### config.mk
export PLATFORM = sky130hd
export DESIGN_NAME = pipe_stage_reg
export DESIGN_NICKNAME = d
export VERILOG_FILES = /design/src/rtl/pipe_stage_reg.sv
export SDC_FILE = /design/constraint.sdc
export NUM_CORES = 1
export LEC_CHECK = 0
export ABC_AREA = 1
export BUFFER_PORTS_ARGS = -buffer_cell sky130_fd_sc_hd__buf_2
export CORE_MARGIN = 2
export CORE_UTILIZATION = 60
export CTS_BUF_LIST = sky130_fd_sc_hd__clkbuf_4 sky130_fd_sc_hd__clkbuf_8
export DETAILED_ROUTE_END_ITERATION = 8
export HOLD_SLACK_MARGIN = 0.02
export PLACE_DENSITY = 0.85
export SYNTH_ARGS = -nofsm -noshare
export SYNTH_HDL_FRONTEND = slang
export SYNTH_SLANG_ARGS = --single-unit
### constraint.sdc
create_clock -name clk -period 2.6 [get_ports clk]
set_input_delay 0.13 -clock clk [delete_from_list [all_inputs] [get_ports clk]]
set_output_delay 0.13 -clock clk [all_outputs]
set_load 0.05 [all_outputs]
### src/rtl/pipe_stage_reg.sv
// pipe_stage_reg: inter-stage register with valid/ready handshake,
// synchronous flush and an optional two-entry skid buffer.
module pipe_stage_reg #(
    parameter int DATA_W = 69,
    parameter int CTRL_W = 4,
    parameter int SKID   = 1
) (
    input  logic              clk,
    input  logic              rst,
    input  logic              in_valid,
    output logic              in_ready,
    input  logic [CTRL_W-1:0] in_ctrl,
    input  logic [DATA_W-1:0] in_data,
    input  logic              flush,
    output logic              out_valid,
    input  logic              out_ready,
    output logic [CTRL_W-1:0] out_ctrl,
    output logic [DATA_W-1:0] out_data,
    output logic [1:0]        occupancy
);

    logic              main_v;
    logic              skid_v;
    logic [CTRL_W-1:0] main_ctrl;
    logic [DATA_W-1:0] main_data;
    logic              accept;
    logic              pop;

    assign accept    = in_valid & in_ready;
    assign pop       = main_v & out_ready;
    assign out_valid = main_v;
    assign out_ctrl  = main_ctrl;
    assign out_data  = main_data;
    assign occupancy = {1'b0, main_v} + {1'b0, skid_v};

    generate
        if (SKID != 0) begin : g_skid
            // State bits are {skid_v, main_v}; 2'b10 is unreachable.
            typedef enum logic [1:0] {
                EMPTY = 2'b00,
                ONE   = 2'b01,
                FULL  = 2'b11
            } state_t;

            state_t            state_q;
            state_t            state_d;
            logic              load_main;
            logic              load_skid;
            logic              skid_to_main;
            logic              clr_main;
            logic [CTRL_W-1:0] skid_ctrl;
            logic [DATA_W-1:0] skid_data;

            assign main_v   = state_q[0];
            assign skid_v   = state_q[1];
            assign in_ready = ~state_q[1];

            always_ff @(posedge clk) begin
                if (rst) begin
                    state_q <= EMPTY;
                end else begin
                    state_q <= state_d;
                end
            end

            always_comb begin
                state_d      = state_q;
                load_main    = 1'b0;
                load_skid    = 1'b0;
                skid_to_main = 1'b0;
                clr_main     = 1'b0;
                unique case (state_q)
                    EMPTY: begin
                        if (accept) begin
                            state_d   = ONE;
                            load_main = 1'b1;
                        end
                    end
                    ONE: begin
                        if (accept && pop) begin
                            load_main = 1'b1;
                        end else if (accept) begin
                            state_d   = FULL;
                            load_skid = 1'b1;
                        end else if (pop) begin
                            state_d  = EMPTY;
                            clr_main = 1'b1;
                        end
                    end
                    FULL: begin
                        if (pop) begin
                            state_d      = ONE;
                            skid_to_main = 1'b1;
                        end
                    end
                    default: state_d = EMPTY;
                endcase
                if (flush) begin
                    state_d      = EMPTY;
                    load_main    = 1'b0;
                    load_skid    = 1'b0;
                    skid_to_main = 1'b0;
                    clr_main     = 1'b0;
                end
            end

            // Ctrl registers are zeroed whenever their entry empties,
            // so out_ctrl needs no output masking.
            always_ff @(posedge clk) begin
                if (rst) begin
                    main_ctrl <= '0;
                    main_data <= '0;
                    skid_ctrl <= '0;
                    skid_data <= '0;
                end else if (flush) begin
                    main_ctrl <= '0;
                    skid_ctrl <= '0;
                end else begin
                    if (load_main) begin
                        main_ctrl <= in_ctrl;
                        main_data <= in_data;
                    end else if (skid_to_main) begin
                        main_ctrl <= skid_ctrl;
                        main_data <= skid_data;
                        skid_ctrl <= '0;
                    end else if (clr_main) begin
                        main_ctrl <= '0;
                    end
                    if (load_skid) begin
                        skid_ctrl <= in_ctrl;
                        skid_data <= in_data;
                    end
                end
            end
        end else begin : g_single
            logic main_v_q;

            assign main_v   = main_v_q;
            assign skid_v   = 1'b0;
            assign in_ready = ~main_v_q | out_ready;

            always_ff @(posedge clk) begin
                if (rst) begin
                    main_v_q  <= 1'b0;
                    main_ctrl <= '0;
                    main_data <= '0;
                end else if (flush) begin
                    main_v_q  <= 1'b0;
                    main_ctrl <= '0;
                end else if (accept) begin
                    main_v_q  <= 1'b1;
                    main_ctrl <= in_ctrl;
                    main_data <= in_data;
                end else if (pop) begin
                    main_v_q  <= 1'b0;
                    main_ctrl <= '0;
                end
            end
        end
    endgenerate

endmodule

After elaboration in Yosys (flattened, before gate mapping)
Index checks and enable logic that the tools add are counted.
- memories kept: 0
- word-level logic and storage cells: 55
- bits in latches: 0
- bits in read-only memories: 0
- bits in writable memories: 0
- output and inout port bits: 77
- bits of input ports: 78
- flip-flop bits (word level): 148
- muxes and demuxes: 28
- reductions and logical operators: 10
- add/sub/neg operators: 1
- multipliers: 0
- equal/unequal tests: 7
- divide/modulo/power cells: 0
- $lt $le $gt $ge: 0
- bitwise logic cells: 4
- shift-type cells: 0
- operator list (kind ; count):
    $mux W69 ; 2
    $mux W4 ; 6
    $mux W1 ; 13
    $mux W2 ; 5
    $ne A2 B2 Y1 const B ; 3
    $pmux W2 S3 ; 1
    $reduce_and A2 Y1 ; 3
    $reduce_and A4 Y1 ; 1
    $reduce_bool A2 Y1 ; 2
    $ne A3 B3 Y1 const B ; 1
    $reduce_bool A3 Y1 ; 1
    $add A1 B1 Y2 ; 1
    $and A1 B1 Y1 ; 2
    $eq A2 B1 Y1 const B ; 1
    $eq A2 B2 Y1 const B ; 1
    $logic_not A2 Y1 ; 1
    $ne A2 B1 Y1 const B ; 1
    $not A1 Y1 ; 2
    $pmux W1 S2 ; 1
    $reduce_or A2 Y1 ; 1
    $logic_and A1 B1 Y1 ; 1

Depth between registers and ports, before layout
Gate-level depths: netlist (run 1).
- word-level depth: 9
- depth in mapped cells: 10
- mapped depth without buffers: 9

Worst setup path after synthesis (run 1)
OpenSTA, ideal clock, no wires.
- path kind: register to register
- start: register g_skid.state_q[0]
- end: register main_data[38] (netlist: out_data[38])
- arrival: 2165 ps
- clock period less this slack: 2236 ps
- buffers on the path: 2
- library setup time: 70 ps
- slack: 364 ps
- cell stages (with the launch flop): 10
- required time: 2530 ps
- cells stage by stage: dfxtp_1 -> ha_1 -> nand2_1 -> nor2_2 -> buf_4 -> buf_2 -> nand4_1 -> nand2_1 -> inv_1 -> a21oi_1
- cells in the longest elaborated chain, start to end: 7
- elaborated cells between the ends (all ways): 14
- those cells by class: 2 x eq/ne; 7 x mux; 1 x bitwise; 4 x reduce/logical
- RTL lines (item ; RTL line ; source):
    start, declared ; 45 ; state_t state_q;
    start signal, assigned ; 62 ; state_q <= state_d;
    $and A1 B1 Y1 ; 30 ; assign pop = main_v & out_ready;
    $logic_and A1 B1 Y1 ; 80 ; if (accept && pop) begin
    $mux W1 ; 80 ;
    $pmux W1 S2 ; 72 ; unique case (state_q)
    $mux W1 ; 98 ; if (flush) begin
    $reduce_bool A2 Y1 (no source line) ; -- ;
    $reduce_and A2 Y1 (no source line) ; -- ;
    end signal, assigned ; 121 ; main_data <= in_data;
    end signal, assigned ; 124 ; main_data <= skid_data;
    end, declared ; 25 ; logic [DATA_W-1:0] main_data;
Parallel ways exist; a longest one is shown, timed or not.
A chain may end at the register's enable or synchronous reset.

Final worst setup path (run 1)
- start: register g_skid.state_q[0]
- end: register main_data[14] (netlist: out_data[14])
Same word-level chain as after synthesis.

==> impl_metrics.json, run 1 <==
{
  "max_freq_mhz": 499,
  "synth-seq-cells": 148,
  "slew_violations": 0,
  "top_usage_layer": "met2",
  "rows": 38,
  "hold_ws_ps": 49.8,
  "relSlewSlack": 0.588,
  "nets": 1207,
  "ant_nets": 0,
  "period_needed_ps": 2000,
  "gr-usage-met3": 0.0747,
  "post-route-cell-area_um2": 8610,
  "vias": 7415,
  "clock_latency_ps": 470,
  "cts_buffer_depth": 2,
  "dieArea_um2": 12000,
  "grt_overflow": 0,
  "slowest_stage": "inv_2",
  "path_cells": "ha_1 -> nand2_1 -> nor2_4 -> inv_2 -> buf_4 -> nand3_1 -> a21oi_1",
  "viasPerCell": 5.80,
  "status": "complete, no violations",
  "drv_cap": 0,
  "start_util": 0.616,
  "grt_antenna_before_repair": 1,
  "finClkSkew_ps": 12.8,
  "synth.top_cell.area_share": 0.444,
  "p_leak_nw": 3.72,
  "portBuffers": 154,
  "dp.cells": 1173,
  "syn-num-nets": 1027,
  "cts_buffers": 17,
  "drive_above_1_share": 0.192,
  "grt_util_all_layers": 0.334,
  "clk_pin_slew_ps": 80,
  "place_area_um2": 7420,
  "yosys.area.top_type": "dfxtp_1",
  "setup_ws_ps": 595,
  "setup_tns_ps": 0,
  "avgSynthCellArea_um2": 7.06,
  "cts_htree_levels": 4,
  "drt_iter0_markers": 619,
  "grt_max_degree": 76,
  "setup_violations": 0,
  "yosys_warnings": 0,
  "detailed_place_hpwl_um": 10600,
  "place.gp.congestion": 0.824,
  "critPathMaxStageDelay_ps": 410,
  "area_delta_synth_final_pct": 28.9,
  "synthTopCellsByArea": "dfxtp_1 44%, nand2_1 13%, nand3_1 11%, a21oi_1 11%, nand4_1 7.2%",
  "dieWidth_um": 109,
  "worstSetupEndpointType": "register",
  "routed_wl_um": 20100,
  "final-hold-violation-count": 0,
  "rsz0062_at_grt": "false",
  "cp_data_arrival_time_ps": 2390,
  "cellPowerDensity_nw_per_um2": 627,
  "ios": 155,
  "wl_per_cell_um": 15.7,
  "postCtsHoldBufs": 73,
  "grt_use_met2": 0.562,
  "post_cts_buffers": 0,
  "ctsResizeCount": 0,
  "startpoint_type": "register",
  "synthCells": 945,
  "synth.distinct_cells": 19,
  "crit_required_ps": 2980,
  "post-route-period-util": 0.771,
  "grt_pass1_vias": 6690,
  "tritoncts": "built",
  "netlist_area_um2": 6680,
  "tightest_slew_ps": 618,
  "met1_usage": 0.407,
  "drc": 0,
  "hp-class": "input port to register",
  "dpl_worst_slack_ps": 645,
  "final_util": 0.794,
  "die_y_um": 109,
  "cp_max_fo": 31,
  "synth.yosys.seq_area_share": 0.444,
  "fin_cells": 1279,
  "critPathKind": "register to register",
  "clock-sinks": 148,
  "vdd_drop_max_v": 0.000551,
  "dr.pass1.iters": 8,
  "grt_pass1_wl_um": 31700,
  "core_um2": 10800,
  "cts_root_buffer": "clkbuf_8",
  "finalPower_mw": 5.40
}
cell families after synthesis:
group	after synthesis	share of synthesized area
AND/OR/NAND/NOR	478	0.329
AO/OA/AOI/OAI	144	0.108
buffers and inverters	171	0.112
adder cells (fa/ha/maj)	4	0.00750
flip-flops	148	0.444
worst paths after layout:
path / end / depth (start not counted) / slack, ps / from
hold reg to reg: g_skid.skid_data[3] / 2 / 470 / g_skid.skid_data[3]
setup / recovery: out_data[14] / 7 / 600 / g_skid.state_q[0]
hold / removal: out_ctrl[2] / 4 / 50 / flush
setup reg to reg: out_data[14] / 7 / 600 / g_skid.state_q[0]
synthesized netlist by cell type:
| cell | instances |
|---|---|
| buf_2 | 27 |
| inv_2 | 4 |
| nand4_1 | 77 |
| ha_1 | 4 |
| buf_6 | 1 |
| nor2_4 | 1 |
| dfxtp_1 | 148 |
| buf_4 | 17 |
| nand2_1 | 234 |
| clkbuf_1 | 35 |
| nor2_1 | 16 |
| o21ai_0 | 2 |
| nand3_2 | 2 |
| nand2_2 | 1 |
| nand3_1 | 146 |
| buf_1 | 5 |
| a21oi_1 | 142 |
| nor2_2 | 1 |
| inv_1 | 82 |
power breakdown:
group / switching [mW] / leakage, nW / internal [mW]
Combinational: 0.658 / 2.30 / 0.289
Sequential: 0.0494 / 1.20 / 2.35
Clock: 0.892 / 0.220 / 1.16
Total: 1.60 / 3.72 / 3.80
registers in the layout, indices dropped and copies added, names as in the netlist:
signal            flops
g_skid.state_q        2
out_data             69
out_ctrl              4
g_skid.skid_ctrl      4
g_skid.skid_data     69
cell type report:
type / count / area, um^2
multi-input cells: 626 / 2980
fillers: 744 / 2230
clock inverters: 14 / 209
flip-flops and latches: 148 / 2960
repair buffers: 246 / 1710
inverters: 86 / 323
diodes: 1 / 2.50
well taps: 140 / 175
clock buffers: 18 / 248
per-layer routing:
metal,vias up,wire length (um)
met4,0,639
met5,-,0
met2,445,9850
met1,3388,7770
li1,3508,-
met3,74,1810
critical path: cells and delay by family, from the launching register on:
| family | cells | cell delay [ps] |
|---|---|---|
| compound gates | 1 | 190 |
| fa+ha+maj | 1 | 250 |
| buf+inv | 2 | 800 |
| flops | 1 | 370 |
| simple gates | 3 | 300 |
cells in the final DEF, fill, tap and decap left out, types with 15 or more instances in the layout:
master and instances:
inv_1 81, nand3_1 146, nand4_1 77, buf_2 153
a21oi_1 142, nor2_1 16, dlygate4sd3_1 73, clkbuf_8 18
dfxtp_1 148, buf_4 15, nand2_1 231
Power figures use the tool's default switching activity.
==> run 2: changes to the inputs <==
--- a/config.mk
+++ b/config.mk
@@ -8,11 +8,11 @@
 export ABC_AREA = 1
 export BUFFER_PORTS_ARGS = -buffer_cell sky130_fd_sc_hd__buf_2
 export CORE_MARGIN = 2
-export CORE_UTILIZATION = 60
+export CORE_UTILIZATION = 50
 export CTS_BUF_LIST = sky130_fd_sc_hd__clkbuf_4 sky130_fd_sc_hd__clkbuf_8
 export DETAILED_ROUTE_END_ITERATION = 8
 export HOLD_SLACK_MARGIN = 0.02
-export PLACE_DENSITY = 0.85
+export PLACE_DENSITY = 0.75
 export SYNTH_ARGS = -nofsm -noshare
 export SYNTH_HDL_FRONTEND = slang
 export SYNTH_SLANG_ARGS = --single-unit
==> constraint.sdc (replaced) <==
create_clock -name clk -period 1.6 [get_ports clk]
set_input_delay 0.08 -clock clk [delete_from_list [all_inputs] [get_ports clk]]
set_output_delay 0.08 -clock clk [all_outputs]
set_load 0.05 [all_outputs]
==> impl_metrics.json, run 2 (synthesized netlist as in run 1, its figures left out) <==
{
  "area_delta_synth_final_pct": 45.7,
  "status": "finished, violations left",
  "rr_worst_depth": 8,
  "ios": 155,
  "hold_ws_ps": 190,
  "setup_violations": 106,
  "routed_wl_um": 23000,
  "place.gp.congestion": 0.782,
  "viasPerCell": 5.58,
  "highest_layer": "met4",
  "min_from": "in_valid",
  "post-route-period-util": 1.08,
  "final_common_cell": "nand2_1",
  "slew_violations": 0,
  "clock-sinks": 148,
  "drive_above_1_share": 0.282,
  "worstSetupEndpointType": "register",
  "route.met3.wl_um": 1870,
  "grt_overflow": 0,
  "finalPower_mw": 8.48,
  "whs_path_depth": 7,
  "period_needed_ps": 1720,
  "met2WireLength_um": 11500,
  "drc": 0,
  "fin_cells": 1361,
  "nets": 1257,
  "drt_iter0_markers": 759,
  "start_util": 0.508,
  "cts_htree_levels": 4,
  "final_cell_mix": "221 x nand2_1, 152 x buf_2, 146 x dfxtp_1, 133 x nand3_1, 116 x a21oi_1",
  "r2r_slack_ps": -120,
  "grt_max_degree": 139,
  "clk_pin_slew_ps": 80,
  "n_antenna_cell": 0,
  "grt_pass1_wl_um": 33000,
  "dieWidth_um": 120,
  "max_freq_mhz": 580,
  "rsz0062_at_grt": "true",
  "fillers": 996,
  "p_leak_nw": 4.14,
  "cp_max_fo": 15,
  "cts_buffer_depth": 2,
  "ant_nets": 0,
  "dp.cells": 1234,
  "vdd_drop_max_v": 0.000724,
  "cts_root_buffer": "clkbuf_8",
  "clock_latency_ps": 460,
  "cts_buffers": 17,
  "final-hold-violation-count": 0,
  "relSlewSlack": 0.552,
  "r2r_start": "g_skid.state_q[1]",
  "drv_cap": 0,
  "hp-class": "input port to register",
  "cp_data_arrival_time_ps": 2090,
  "grt_antenna_before_repair": 0,
  "startpoint_type": "register",
  "cellPowerDensity_nw_per_um2": 872,
  "critPathKind": "register to register",
  "rows": 42,
  "detailed_place_hpwl_um": 11800,
  "drt-met1-wl_um": 9060,
  "violations": "negative setup slack",
  "dr.pass1.iters": 5,
  "grt_pass1_vias": 6978,
  "portBuffers": 154,
  "die_y_um": 120,
  "vias": 7589,
  "dieArea_um2": 14300,
  "tritoncts": "built",
  "grt_util_all_layers": 0.282,
  "finClkSkew_ps": 14.4,
  "setup_ws_ps": -123,
  "crit_required_ps": 1970,
  "tightest_slew_ps": 673,
  "core_um2": 13100,
  "hold_path_end": "g_skid.state_q[1]",
  "r2r_end": "out_data[20]",
  "wl_per_cell_um": 16.9
}
==> run 2: cell types whose count changed in the layout (fill, tap and decap cells not counted), moves of 12 or more <==
cell       change
inv_1         -12
buf_6         +13
a21oi_2       +26
clkbuf_16     +12
a21oi_1       -26
nand3_1       -13
==> run 2: stage by stage <==
step	utilization	worst slack, ps	area [um^2]	setup TNS (ps)
after floorplan	-	-118	6960	-13120
after global placement	0.597	-46.8	7840	-868
after detailed placement	0.597	-123	7840	-2830
after CTS	0.686	-14.9	9010	-32.5
after global routing	0.740	-191	9720	-13600
final	0.740	-123	9720	-2680
==> run 2: worst max-delay path, stage by stage, from the launching register on <==
cell        delay [ps]
dfxtp_4            390
clkinvlp_4         160
ha_4               220
nand3_4            110
nand2_4             90
nand2_4            170
buf_6              190
nand3_1            100
a21oi_1            200
==> run 2: layout make-up <==
cell class	count	area [um^2]	area share
Inverter	86	342	0.0351
Timing Repair Buffer	296	2570	0.264
Tap cell	176	220	0.0226
Clock buffer	24	305	0.0314
Multi-Input combinational cell	626	3270	0.336
Sequential cell	148	2970	0.305
Clock inverter	5	52.6	0.00540
==> run 2: routing by layer <==
layer  vias to the layer above  global-route usage
met5                         -                   0
met4                         0               0.121
met3                        59              0.0646
met2                       421               0.473
met1                      3510               0.347
li1                       3599                   -
==> run 2: timing repair <==
item,in CTS,in global routing
hold buffers,75,0
buffers inserted,3,5
pin swaps,4,86
gates resized for setup,11,96
hold endpoints to repair,147,0
setup endpoints to repair,85,149
cloned,0,15
==> run 2: worst max path at each step <==
stage / endpoint / from / depth (start not counted)
global placement: out_data[28] / g_skid.state_q[1] / 8
finish: out_data[20] / g_skid.state_q[1] / 8
floorplan: out_ctrl[0] / g_skid.state_q[1] / 10
detailed placement: out_data[31] / g_skid.state_q[1] / 8
global route: out_data[20] / g_skid.state_q[1] / 10
CTS: out_data[19] / g_skid.state_q[1] / 9
==> run 2: power by group <==
| part | leakage [nW] | internal (mW) | switching [mW] | total, mW |
|---|---|---|---|---|
| logic | 2.75 | 0.674 | 1.18 | 1.86 |
| clock network | 0.188 | 1.39 | 1.33 | 2.72 |
| registers | 1.20 | 3.82 | 0.0840 | 3.91 |
